[src/rtl/seg7_pkg.sv]
// Seven-segment constants shared by the scan decoder and led_driver.
package seg7_pkg;

  localparam int NUM_DIGITS = 4;

  // Segment bit positions inside cathode_n
  localparam int SEG_A  = 0;
  localparam int SEG_B  = 1;
  localparam int SEG_C  = 2;
  localparam int SEG_D  = 3;
  localparam int SEG_E  = 4;
  localparam int SEG_F  = 5;
  localparam int SEG_G  = 6;
  localparam int SEG_DP = 7;

  // Active-low segment patterns (bit0 = a ... bit6 = g) for digits 0..9
  localparam logic [6:0] SEG_CODE_0 = 7'h40;
  localparam logic [6:0] SEG_CODE_1 = 7'h79;
  localparam logic [6:0] SEG_CODE_2 = 7'h24;
  localparam logic [6:0] SEG_CODE_3 = 7'h30;
  localparam logic [6:0] SEG_CODE_4 = 7'h19;
  localparam logic [6:0] SEG_CODE_5 = 7'h12;
  localparam logic [6:0] SEG_CODE_6 = 7'h02;
  localparam logic [6:0] SEG_CODE_7 = 7'h78;
  localparam logic [6:0] SEG_CODE_8 = 7'h00;
  localparam logic [6:0] SEG_CODE_9 = 7'h10;

  // Digit value stored for any unrecognised pattern
  localparam logic [3:0] BCD_INVALID = 4'hF;

  // True when exactly one anode line is driven low
  function automatic logic onehot_low(input logic [3:0] an);
    logic [3:0] act;
    act = ~an;
    return (act != 4'b0) && ((act & (act - 4'd1)) == 4'b0);
  endfunction

endpackage

[src/rtl/seg7_pattern_decode.sv]
// Combinational segment-pattern to BCD lookup; dp is not part of the pattern.
module seg7_pattern_decode
  import seg7_pkg::*;
(
  input  logic [6:0] cathode_n,
  output logic [3:0] digit,
  output logic       valid
);

  // Map the ten legal patterns; anything else (including blank) is invalid
  always_comb begin
    digit = BCD_INVALID;
    valid = 1'b1;
    case (cathode_n)
      SEG_CODE_0: digit = 4'd0;
      SEG_CODE_1: digit = 4'd1;
      SEG_CODE_2: digit = 4'd2;
      SEG_CODE_3: digit = 4'd3;
      SEG_CODE_4: digit = 4'd4;
      SEG_CODE_5: digit = 4'd5;
      SEG_CODE_6: digit = 4'd6;
      SEG_CODE_7: digit = 4'd7;
      SEG_CODE_8: digit = 4'd8;
      SEG_CODE_9: digit = 4'd9;
      default:    valid = 1'b0;
    endcase
  end

endmodule

[src/rtl/seg7_scan_decoder.sv]
// Recovers four BCD digits from a multiplexed active-low 7-seg bus.
// Each digit dwell is captured once after it has been stable for
// SETTLE_CYCLES cycles; a frame is published once all four slots were seen.
module seg7_scan_decoder
  import seg7_pkg::*;
#(
  parameter int SETTLE_CYCLES = 4
) (
  input  logic        clk,
  input  logic        reset,
  input  logic [3:0]  anode_n,
  input  logic [7:0]  cathode_n,
  output logic [15:0] bcd_out,
  output logic        frame_valid,
  output logic        frame_err,
  output logic        bcd_valid,
  output logic        seg_err,
  output logic        anode_err
);

  localparam logic [7:0] SETTLE = 8'(SETTLE_CYCLES);

  logic [3:0]                 anode_q;
  logic [7:0]                 cath_q;
  logic [7:0]                 cnt;
  logic                       captured;
  logic [NUM_DIGITS-1:0]      seen;
  logic                       pend_err;
  logic [NUM_DIGITS-1:0][3:0] shadow;

  logic       change, settled, one_low, multi_low;
  logic       capture, bad_anode, complete;
  logic [3:0] dec_digit;
  logic       dec_valid;
  logic [3:0] cap_mask;
  logic [3:0] seen_base;
  logic       err_base;

  seg7_pattern_decode u_dec (
    .cathode_n (cath_q[6:0]),
    .digit     (dec_digit),
    .valid     (dec_valid)
  );

  // A new pin pair differing from the sampled pair restarts the dwell
  assign change    = (anode_n != anode_q) || (cathode_n != cath_q);
  assign settled   = (cnt == SETTLE) && !captured;
  assign one_low   = onehot_low(anode_q);
  assign multi_low = (anode_q != 4'hF) && !one_low;
  assign capture   = settled && one_low;
  assign bad_anode = settled && multi_low;
  assign complete  = (seen == 4'hF);
  assign cap_mask  = capture ? ~anode_q : 4'b0;
  // A completing frame hands off; a simultaneous capture opens the next one
  assign seen_base = complete ? 4'b0 : seen;
  assign err_base  = complete ? 1'b0 : pend_err;

  // Input sampling plus the per-dwell stability counter and one-shot flag
  always_ff @(posedge clk or posedge reset) begin
    if (reset) begin
      anode_q  <= 4'hF;
      cath_q   <= 8'hFF;
      cnt      <= 8'd0;
      captured <= 1'b0;
    end else begin
      anode_q <= anode_n;
      cath_q  <= cathode_n;
      if (change) begin
        cnt      <= 8'd0;
        captured <= 1'b0;
      end else begin
        if (cnt != SETTLE) cnt <= cnt + 8'd1;
        if (capture || bad_anode) captured <= 1'b1;
      end
    end
  end

  // Slot capture, frame assembly and the registered status outputs
  always_ff @(posedge clk or posedge reset) begin
    if (reset) begin
      seen        <= '0;
      pend_err    <= 1'b0;
      shadow      <= '0;
      bcd_out     <= '0;
      frame_valid <= 1'b0;
      frame_err   <= 1'b0;
      bcd_valid   <= 1'b0;
      seg_err     <= 1'b0;
      anode_err   <= 1'b0;
    end else begin
      seen        <= seen_base | cap_mask;
      pend_err    <= err_base | (capture && !dec_valid);
      seg_err     <= capture && !dec_valid;
      anode_err   <= bad_anode;
      frame_valid <= complete;
      for (int i = 0; i < NUM_DIGITS; i++)
        if (cap_mask[i]) shadow[i] <= dec_digit;
      if (complete) begin
        bcd_out   <= shadow;
        frame_err <= pend_err;
        bcd_valid <= 1'b1;
      end
    end
  end

endmodule

[config.mk]
export PLATFORM = sky130hd
export DESIGN_NAME = seg7_scan_decoder
export DESIGN_NICKNAME = d
export VERILOG_FILES = /design/src/rtl/seg7_pkg.sv /design/src/rtl/seg7_pattern_decode.sv /design/src/rtl/seg7_scan_decoder.sv
export SDC_FILE = /design/constraint.sdc
export NUM_CORES = 1
export LEC_CHECK = 0
export ABC_AREA = 1
export CORE_ASPECT_RATIO = 1.75
export CORE_MARGIN = 4
export CORE_UTILIZATION = 55
export CTS_CLUSTER_SIZE = 30
export DETAILED_ROUTE_END_ITERATION = 12
export PLACE_DENSITY = 0.88
export SYNTH_ARGS = -nofsm -noshare
export SYNTH_HDL_FRONTEND = slang
export SYNTH_SLANG_ARGS = --single-unit
[constraint.sdc]
create_clock -name clk -period 2.86 [get_ports clk]
set_input_delay 0.715 -clock clk [delete_from_list [all_inputs] [get_ports clk]]
set_output_delay 0.715 -clock clk [all_outputs]
set_load 0.05 [all_outputs]
==> metrics, run 1 <==
Final Hold Viols 0; Die X 62.3 µm; Tcrit/Tclk final 0.776; clock share of power 0.463; FP Rows 34; final total power 1.87 mW; postcts setup bufs 0; Die Area 0.00643 mm²; P_int 1.48 mW; antenna cell count 0; routed wire length 5160 µm; Mapped Avg Cell Area 8.41 µm²; total track usage 0.180; vias post-DR 2239; WP buf/inv 1; synthesis-stage register bit count 63; max-slew violation count 0; clock root cell clkbuf_8; Num CTS Buffers 9; clk_skew 0.00795 ns; fin crit period 2.22 ns; Worst slew margin 0.662; Hold Buf Count CTS 0; area delta synth->final 22.1%; Port Buffer Count 34; Arrival @ worst endpoint 1.50 ns; max_cap viols 0; cells after synthesis 338; slowest CP cell clkdlybuf4s50_1; placed cells 424; commonest non-fill, non-tap cell in the layout nand2_1; CTS tree built; Seq/Total Area, Yosys 0.560; Net Sw Power 395 µW; GRT Residual Overflow 0; IR drop worst, VDD 0.503 mV; Worst-Skew Late Latency 0.34 ns; WL per Instance 11.7 µm; Setup CP Type reg -> out; Achievable Freq 451 MHz; critical path's top delay family buffers and inverters; Initial Utilization 0.571; # H-tree levels 3; core footprint 0.00498 mm²; first-pass GRT wire length 9070 µm; Worst path max stage delay 0.81 ns; outcome completed; FILL cells 387; largest net degree at the start of global routing 25; Pre-antenna DRT Iters 5; antenna violations before repair 0; Vias/cell 5.09; pwr/cell area 540 mW/mm²; RD Place Congestion 0.846; Sequential Power Share 0.491; ANT nets after route 0; switching share of power 0.211; post-route insts no fill 440; DRC 0; Distinct cells, synth 26; combinational share of power 0.045; Fin Hold WS 0.464 ns; Die Y 103 µm; clock-pin slew on the worst setup and hold paths 0.07 ns; DRC violation total after the first TritonRoute iteration 70; Core Util, Final 0.697; leakage power 1.79 nW; vias in the first global route 2272; HPWL Detailed 3830 µm; RSZ-0062 raised after global routing no; clock net sink count 63; post-synthesis instance area 0.00284 mm²; critical-path cell list clkdlybuf4s50_1; IO Count 35; Setup TNS 0 ns; critical path startpoint category flip-flop; Required @ worst endpoint 2.14 ns; crit-path max FO 2; Worst Tran Pin Value 0.506 ns; Ys Warns 0; Worst Hold Class reg -> reg; Critical Path Sink Type primary output; Nets 397; PostCTS Resize Cnt 0; CTS Buffer Depth 2; Synthesized Nets 354; leading cell types in the layout, fill and taps excluded 151 x nand2_1, 51 x dfrtp_1, 34 x nor2_1, 34 x clkdlybuf4s50_1, 24 x inv_1; setup violators final 0; share of layout cells above drive strength 1 0.135
-- stage by stage --
step | setup slack, ns | cell area, µm²
2_1_floorplan | 0.595 | 2840
3_3_place_gp | 0.803 | 3240
3_5_place_dp | 0.737 | 3240
4_1_cts | 0.619 | 3470
5_1_grt | 0.588 | 3470
6_report | 0.641 | 3470
-- cell families after synthesis --
group | after synthesis | share of synthesized area
xor+xnor | 13 | 0.0401
compound gates | 11 | 0.0194
flops | 63 | 0.560
buf+inv | 32 | 0.0480
fa+ha+maj | 2 | 0.00881
simple gates | 217 | 0.324
-- metal layers --
metal  global-route usage  part of all wire
met3               0.0458             0.035
met1                0.176              0.38
met4                0.118             0.035
met2                0.331              0.55
met5                    0                 0
-- synthesized netlist by cell type --
master    count  area share
nand2_1     151        0.20
dfrtp_1      51        0.45
nor2_1       34       0.045
inv_1        25       0.033
dfstp_2      12        0.11
xor2_1       11       0.034
nand3_1       8       0.014
a21oi_1       6       0.011
nand2_2       6       0.013
nor2_2        6       0.013
o21ai_0       5      0.0088
buf_6         2      0.0079
clkbuf_1      2      0.0026
ha_1          2      0.0088
nand4_1       2      0.0044
nor2_4        2      0.0079
nor3_1        2      0.0035
nor3_2        2      0.0070
xnor2_1       2      0.0062
buf_2         1      0.0018
clkinv_1      1      0.0013
inv_2         1      0.0013
nand3_2       1      0.0035
nand3b_1      1      0.0026
nand4_4       1      0.0075
or2_2         1      0.0022
-- registers in the layout, indices dropped and copies added, names as in the netlist --
name         flops
bcd_out         16
shadow          16
cath_q           8
cnt              8
anode_q          4
seen             4
anode_err        1
bcd_valid        1
captured         1
frame_err        1
frame_valid      1
pend_err         1
seg_err          1
-- cell type report --
| cell class | instances | area, µm² | share of cell area |
|---|---|---|---|
| timing repair buffer | 37 | 363 | 0.105 |
| clock inverter | 5 | 80.1 | 0.0231 |
| sequential | 63 | 1590 | 0.459 |
| multi-input combinational | 243 | 1110 | 0.321 |
| inverter | 27 | 101 | 0.0292 |
| clock buffer | 11 | 151 | 0.0437 |
| tap | 54 | 67.6 | 0.0195 |
-- path summary, 6_finish.rpt --
check	depth (start not counted)	to	start	slack, ns
worst max-delay path	1	bcd_out[13]	bcd_out[13]	0.64
worst min-delay path	2	bcd_out[7]	shadow[7]	0.46
worst max register to register	4	bcd_valid	seen[3]	1.12
worst min register to register	2	bcd_out[7]	shadow[7]	0.46
max in group asynchronous	3	shadow[12]	reset	1.45
min in group asynchronous	2	shadow[8]	reset	0.72
-- power by group through the flow --
| stage | clock network (mW) | registers, mW | logic [mW] |
|---|---|---|---|
| global placement | 0 | 0.936 | 0.0838 |
| CTS | 0.884 | 0.921 | 0.0868 |
| global route | 0.921 | 0.922 | 0.0965 |
| detailed placement | 0 | 0.937 | 0.0863 |
| floorplan | 0 | 0.931 | 0.0568 |
| finish | 0.868 | 0.921 | 0.0851 |
Power figures use the tool's default switching activity.
==> run 2, diff against run 1 <==
==> constraint.sdc (replaced) <==
create_clock -name clk -period 2.07 [get_ports clk]
set_input_delay 0.5175 -clock clk [delete_from_list [all_inputs] [get_ports clk]]
set_output_delay 0.5175 -clock clk [all_outputs]
set_load 0.05 [all_outputs]
==> run 2 against run 1 <==
Sequential share of layout area is 0.23 points higher. Clock skew about the same. Hold slack gained 0.0027 ns. First-iteration DRC count up 8.6%. Register-to-register slack got worse by 0.69 ns. Clock power up 30%. Die area unchanged. Non-clock buffer count stayed put. Clock-buffer cell count decreased by 1. Critical path depth stayed put. Global-route usage grew 0.10 points. Via count is 2.0% lower. Largest power group unchanged.
==> metrics, run 2 (same netlist as run 1, synthesis figures left out) <==
outcome completed; CTS tree built; clock-pin slew on the worst setup and hold paths 0.07 ns; max_cap viols 0; HPWL Detailed 3760 µm; crit-path max FO 2; Initial Utilization 0.571; Worst path max stage delay 0.81 ns; core footprint 0.00498 mm²; largest net degree at the start of global routing 64; max-slew violation count 0; critical-path cell list clkdlybuf4s50_1; slowest CP cell clkdlybuf4s50_1; Final Hold Viols 0; Nets 397; reg2reg path depth 9; r2r setup slk 0.43 ns; Setup TNS 0 ns; antenna violations before repair 0; # H-tree levels 3; Fin Hold WS 0.466 ns; multi-input logic area 0.00111 mm²; clk_skew 0.00811 ns; WP buf/inv 1; Arrival @ worst endpoint 1.50 ns; WL per Instance 11.7 µm; Die Area 0.00643 mm²; GRT Residual Overflow 0; FP Rows 34; first-pass GRT wire length 9100 µm; Hold Path Stages 2; final total power 2.52 mW; setup violators final 0; postcts setup bufs 0; Core Util, Final 0.693; RD Place Congestion 0.842; critical path's top delay family buffers and inverters; Die X 62.3 µm; Worst-Skew Late Latency 0.34 ns; total track usage 0.181; DRC violation total after the first TritonRoute iteration 76; Hold Buf Count CTS 0; Largest regs bcd_out x16, shadow x16; Required @ worst endpoint 1.55 ns; FF-to-FF Start cnt[0]; CTS Buffer Depth 2; Tcrit/Tclk final 0.973; IO Count 35; IR drop worst, VDD 1.01 mV; routed wire length 5160 µm; clock net sink count 63; FILL cells 388; Achievable Freq 496 MHz; share of layout cells above drive strength 1 0.145; fin crit period 2.01 ns; reg-to-reg endpoint shadow[6]; critical path startpoint category flip-flop; DRC 0; leading cell types in the layout, fill and taps excluded 151 x nand2_1, 51 x dfrtp_1, 34 x nor2_1, 27 x clkdlybuf4s50_1, 24 x inv_1; pwr/cell area 731 mW/mm²; vias in the first global route 2194; Die Y 103 µm; Num CTS Buffers 9; register area 0.00159 mm²; Setup CP Type reg -> out; leakage power 1.82 nW; Hold Path End bcd_out[7]; clock root cell clkbuf_8; RSZ-0062 raised after global routing no; Worst Hold Class reg -> reg; hold path startpoint shadow[7]; Worst slew margin 0.646; ANT nets after route 0; Pre-antenna DRT Iters 4; Critical Path Sink Type primary output; commonest non-fill, non-tap cell in the layout nand2_1; antenna cell count 0; Worst Tran Pin Value 0.530 ns; area delta synth->final 21.4%; Vias/cell 4.99; vias post-DR 2194; Port Buffer Count 34
==> run 2: tightest hold or removal path, stage by stage (launching register included) <==
cell and delay (ns):
dfrtp_1 0.34, nand2_1 0.06, nand2_1 0.05
==> run 2: area by class of cell <==
class                   count  area share
inverters                  27      0.0294
flip-flops and latches     63       0.461
clock inverters             6      0.0247
repair buffers             37       0.106
multi-input cells         243       0.323
well taps                  54      0.0196
clock buffers              10      0.0370
==> run 2: through the flow <==
stage                     setup WS [ns]  std cells  cell area (µm²)
final                            0.0552        440             3450
after global routing            0.00296        440             3450
after CTS                       0.00319        440             3450
after detailed placement          0.167        424             3240
after global placement            0.215        424             3240
after floorplan                 0.00261        338             2840
==> run 2: where the power goes <==
part	switching [mW]	total, mW	internal, mW
combinational	0.0688	0.119	0.0504
clock	0.457	1.13	0.673
sequential	0.0188	1.27	1.25
==> run 2: worst max-delay path by stage <==
stage / startpoint / to / slack (ns) / cells after the start
after floorplan: reset / anode_err / 0.003 / 1
after global placement: cathode_n[4] / cnt[1] / 0.21 / 7
after detailed placement: cathode_n[4] / cnt[1] / 0.17 / 7
after CTS: bcd_out[14] / bcd_out[14] / 0.003 / 1
after global routing: bcd_out[2] / bcd_out[2] / 0.003 / 1
final: bcd_out[15] / bcd_out[15] / 0.06 / 1
==> run 2: repair_timing <==
item	CTS	global route
endpoints found under the hold margin	0	0
gates resized for setup	1	1
endpoints found under the setup margin	1	1
==> run 2: routing by layer <==
metal | track usage | part of all wire
met4 | 0.116 | 0.040
met2 | 0.337 | 0.54
met5 | 0 | 0
met1 | 0.176 | 0.38
met3 | 0.0425 | 0.036
==> run 3, diff against run 2 <==
--- a/config.mk
+++ b/config.mk
@@ -6,12 +6,15 @@
 export NUM_CORES = 1
 export LEC_CHECK = 0
 export ABC_AREA = 1
+export CAP_MARGIN = 20
 export CORE_ASPECT_RATIO = 1.75
 export CORE_MARGIN = 4
 export CORE_UTILIZATION = 55
 export CTS_CLUSTER_SIZE = 30
 export DETAILED_ROUTE_END_ITERATION = 12
+export GPL_TIMING_DRIVEN = 0
 export PLACE_DENSITY = 0.88
+export SKIP_LAST_GASP = 1
 export SYNTH_ARGS = -nofsm -noshare
 export SYNTH_HDL_FRONTEND = slang
 export SYNTH_SLANG_ARGS = --single-unit
==> run 3 against run 2 <==
Design area is 2.1% higher. Final cell count is 0.68% higher. Global-route usage is 0.84 points higher. Critical endpoint unchanged. Combinational power is 8% higher.
==> metrics, run 3 (same netlist as run 1, synthesis figures left out) <==
Required @ worst endpoint 1.55 ns; fin crit period 2.03 ns; setup violators final 0; Num CTS Buffers 9; r2r setup slk 0.38 ns; DRC violation total after the first TritonRoute iteration 63; CTS Buffer Depth 2; pwr/cell area 763 mW/mm²; IO Count 35; Die Y 103 µm; share of layout cells above drive strength 1 0.136; leading cell types in the layout, fill and taps excluded 151 x nand2_1, 51 x dfrtp_1, 34 x nor2_1, 30 x clkdlybuf4s50_1, 24 x inv_1; HPWL Detailed 4070 µm; hold path startpoint shadow[1]; FP Rows 34; critical path startpoint category flip-flop; IR drop worst, VDD 0.999 mV; max_cap viols 0; outcome completed; Achievable Freq 493 MHz; critical-path cell list clkdlybuf4s50_1; Port Buffer Count 34; critical path's top delay family buffers and inverters; crit-path max FO 2; Hold Buf Count CTS 0; ANT nets after route 0; total track usage 0.189; largest net degree at the start of global routing 45; Initial Utilization 0.571; Die X 62.3 µm; Largest regs bcd_out x16, shadow x16; routed wire length 5480 µm; commonest non-fill, non-tap cell in the layout nand2_1; Worst slew margin 0.657; Hold Path End bcd_out[1]; Vias/cell 5.12; RSZ-0062 raised after global routing no; antenna cell count 0; clk_skew 0.0119 ns; first-pass GRT wire length 9530 µm; Final Hold Viols 0; Critical Path Sink Type primary output; slowest CP cell clkdlybuf4s50_1; CTS tree built; FF-to-FF Start cnt[0]; core footprint 0.00498 mm²; RD Place Congestion 0.867; max-slew violation count 0; Pre-antenna DRT Iters 4; # H-tree levels 3; Worst Tran Pin Value 0.512 ns; clock root cell clkbuf_8; Nets 400; reg-to-reg endpoint shadow[15]; vias post-DR 2268; post-route insts no fill 443; Worst-Skew Late Latency 0.34 ns; placed cells 427; Setup CP Type reg -> out; DRC 0; Worst Hold Class reg -> reg; Die Area 0.00643 mm²; clock net sink count 63; clock-pin slew on the worst setup and hold paths 0.07 ns; reg2reg path depth 9; Arrival @ worst endpoint 1.51 ns; antenna violations before repair 0; vias in the first global route 2268; leakage power 1.88 nW; Worst path max stage delay 0.81 ns; area delta synth->final 24.0%; GRT Residual Overflow 0; Core Util, Final 0.708; Hold Path Stages 2; WP buf/inv 1; WL per Instance 12.4 µm; WP depth 1; Tcrit/Tclk final 0.979
## run 3: cell count changes in the layout (fill, tap and decap cells not counted), sizes merged
| cell | change |
|---|---|
| buf | -4 |
| clkdlybuf4s50 | +3 |
| dlymetal6s2s | +3 |
| bufinv | +1 |
| clkbuf | +1 |
| clkinvlp | -1 |
| dlygate4sd2 | -1 |
| inv | +1 |
## run 3: layer usage
metal,GRT usage,part of all wire
met1,0.180,0.37
met2,0.361,0.56
met3,0.0523,0.041
met4,0.101,0.031
met5,0,0
## run 3: layout make-up
class | instances | area, µm²
plain buffers | 5 | 35.0
clock buffers | 9 | 124
repair buffers | 35 | 370
inverters | 27 | 101
flip-flops and latches | 63 | 1590
clock inverters | 7 | 120
well taps | 54 | 67.6
fillers | 396 | 1450
multi-input cells | 243 | 1110
## run 3: where the power goes
| part | switching (mW) | internal (mW) |
|---|---|---|
| registers | 0.0145 | 1.25 |
| clock network | 0.491 | 0.803 |
| logic | 0.0741 | 0.0541 |
## run 3: what timing repair did
item,in CTS,in global routing
hold endpoints to repair,0,0
endpoints found under the setup margin,0,4
setup buffers,0,0
gates resized for setup,0,4
## run 3: worst max-delay path by stage
| stage | startpoint | end |
|---|---|---|
| floorplan | reset | anode_err |
| CTS | bcd_out[10] | bcd_out[10] |
| detailed placement | cathode_n[4] | cnt[1] |
| global placement | reset | frame_err |
| finish | bcd_out[15] | bcd_out[15] |
| global route | bcd_out[3] | bcd_out[3] |
## run 3: worst min-delay path, delay by kind of cell, from the launching register on
family	cells	cell delay [ns]
DFF	1	0.34
and+or+nand+nor	2	0.11
## run 3: stage by stage
stage	hold slack [ns]	setup WS (ns)	power, mW	cell area, µm²	setup TNS, ns
after CTS	0.479	0.0152	2.72	3510	0
final	0.477	0.0428	2.69	3520	0
after detailed placement	0.460	0.127	1.42	3270	0
after floorplan	0.433	0.00261	1.37	2840	0
after global routing	0.489	0.00251	2.78	3520	0
after global placement	0.453	-0.955	1.41	3250	-53.75
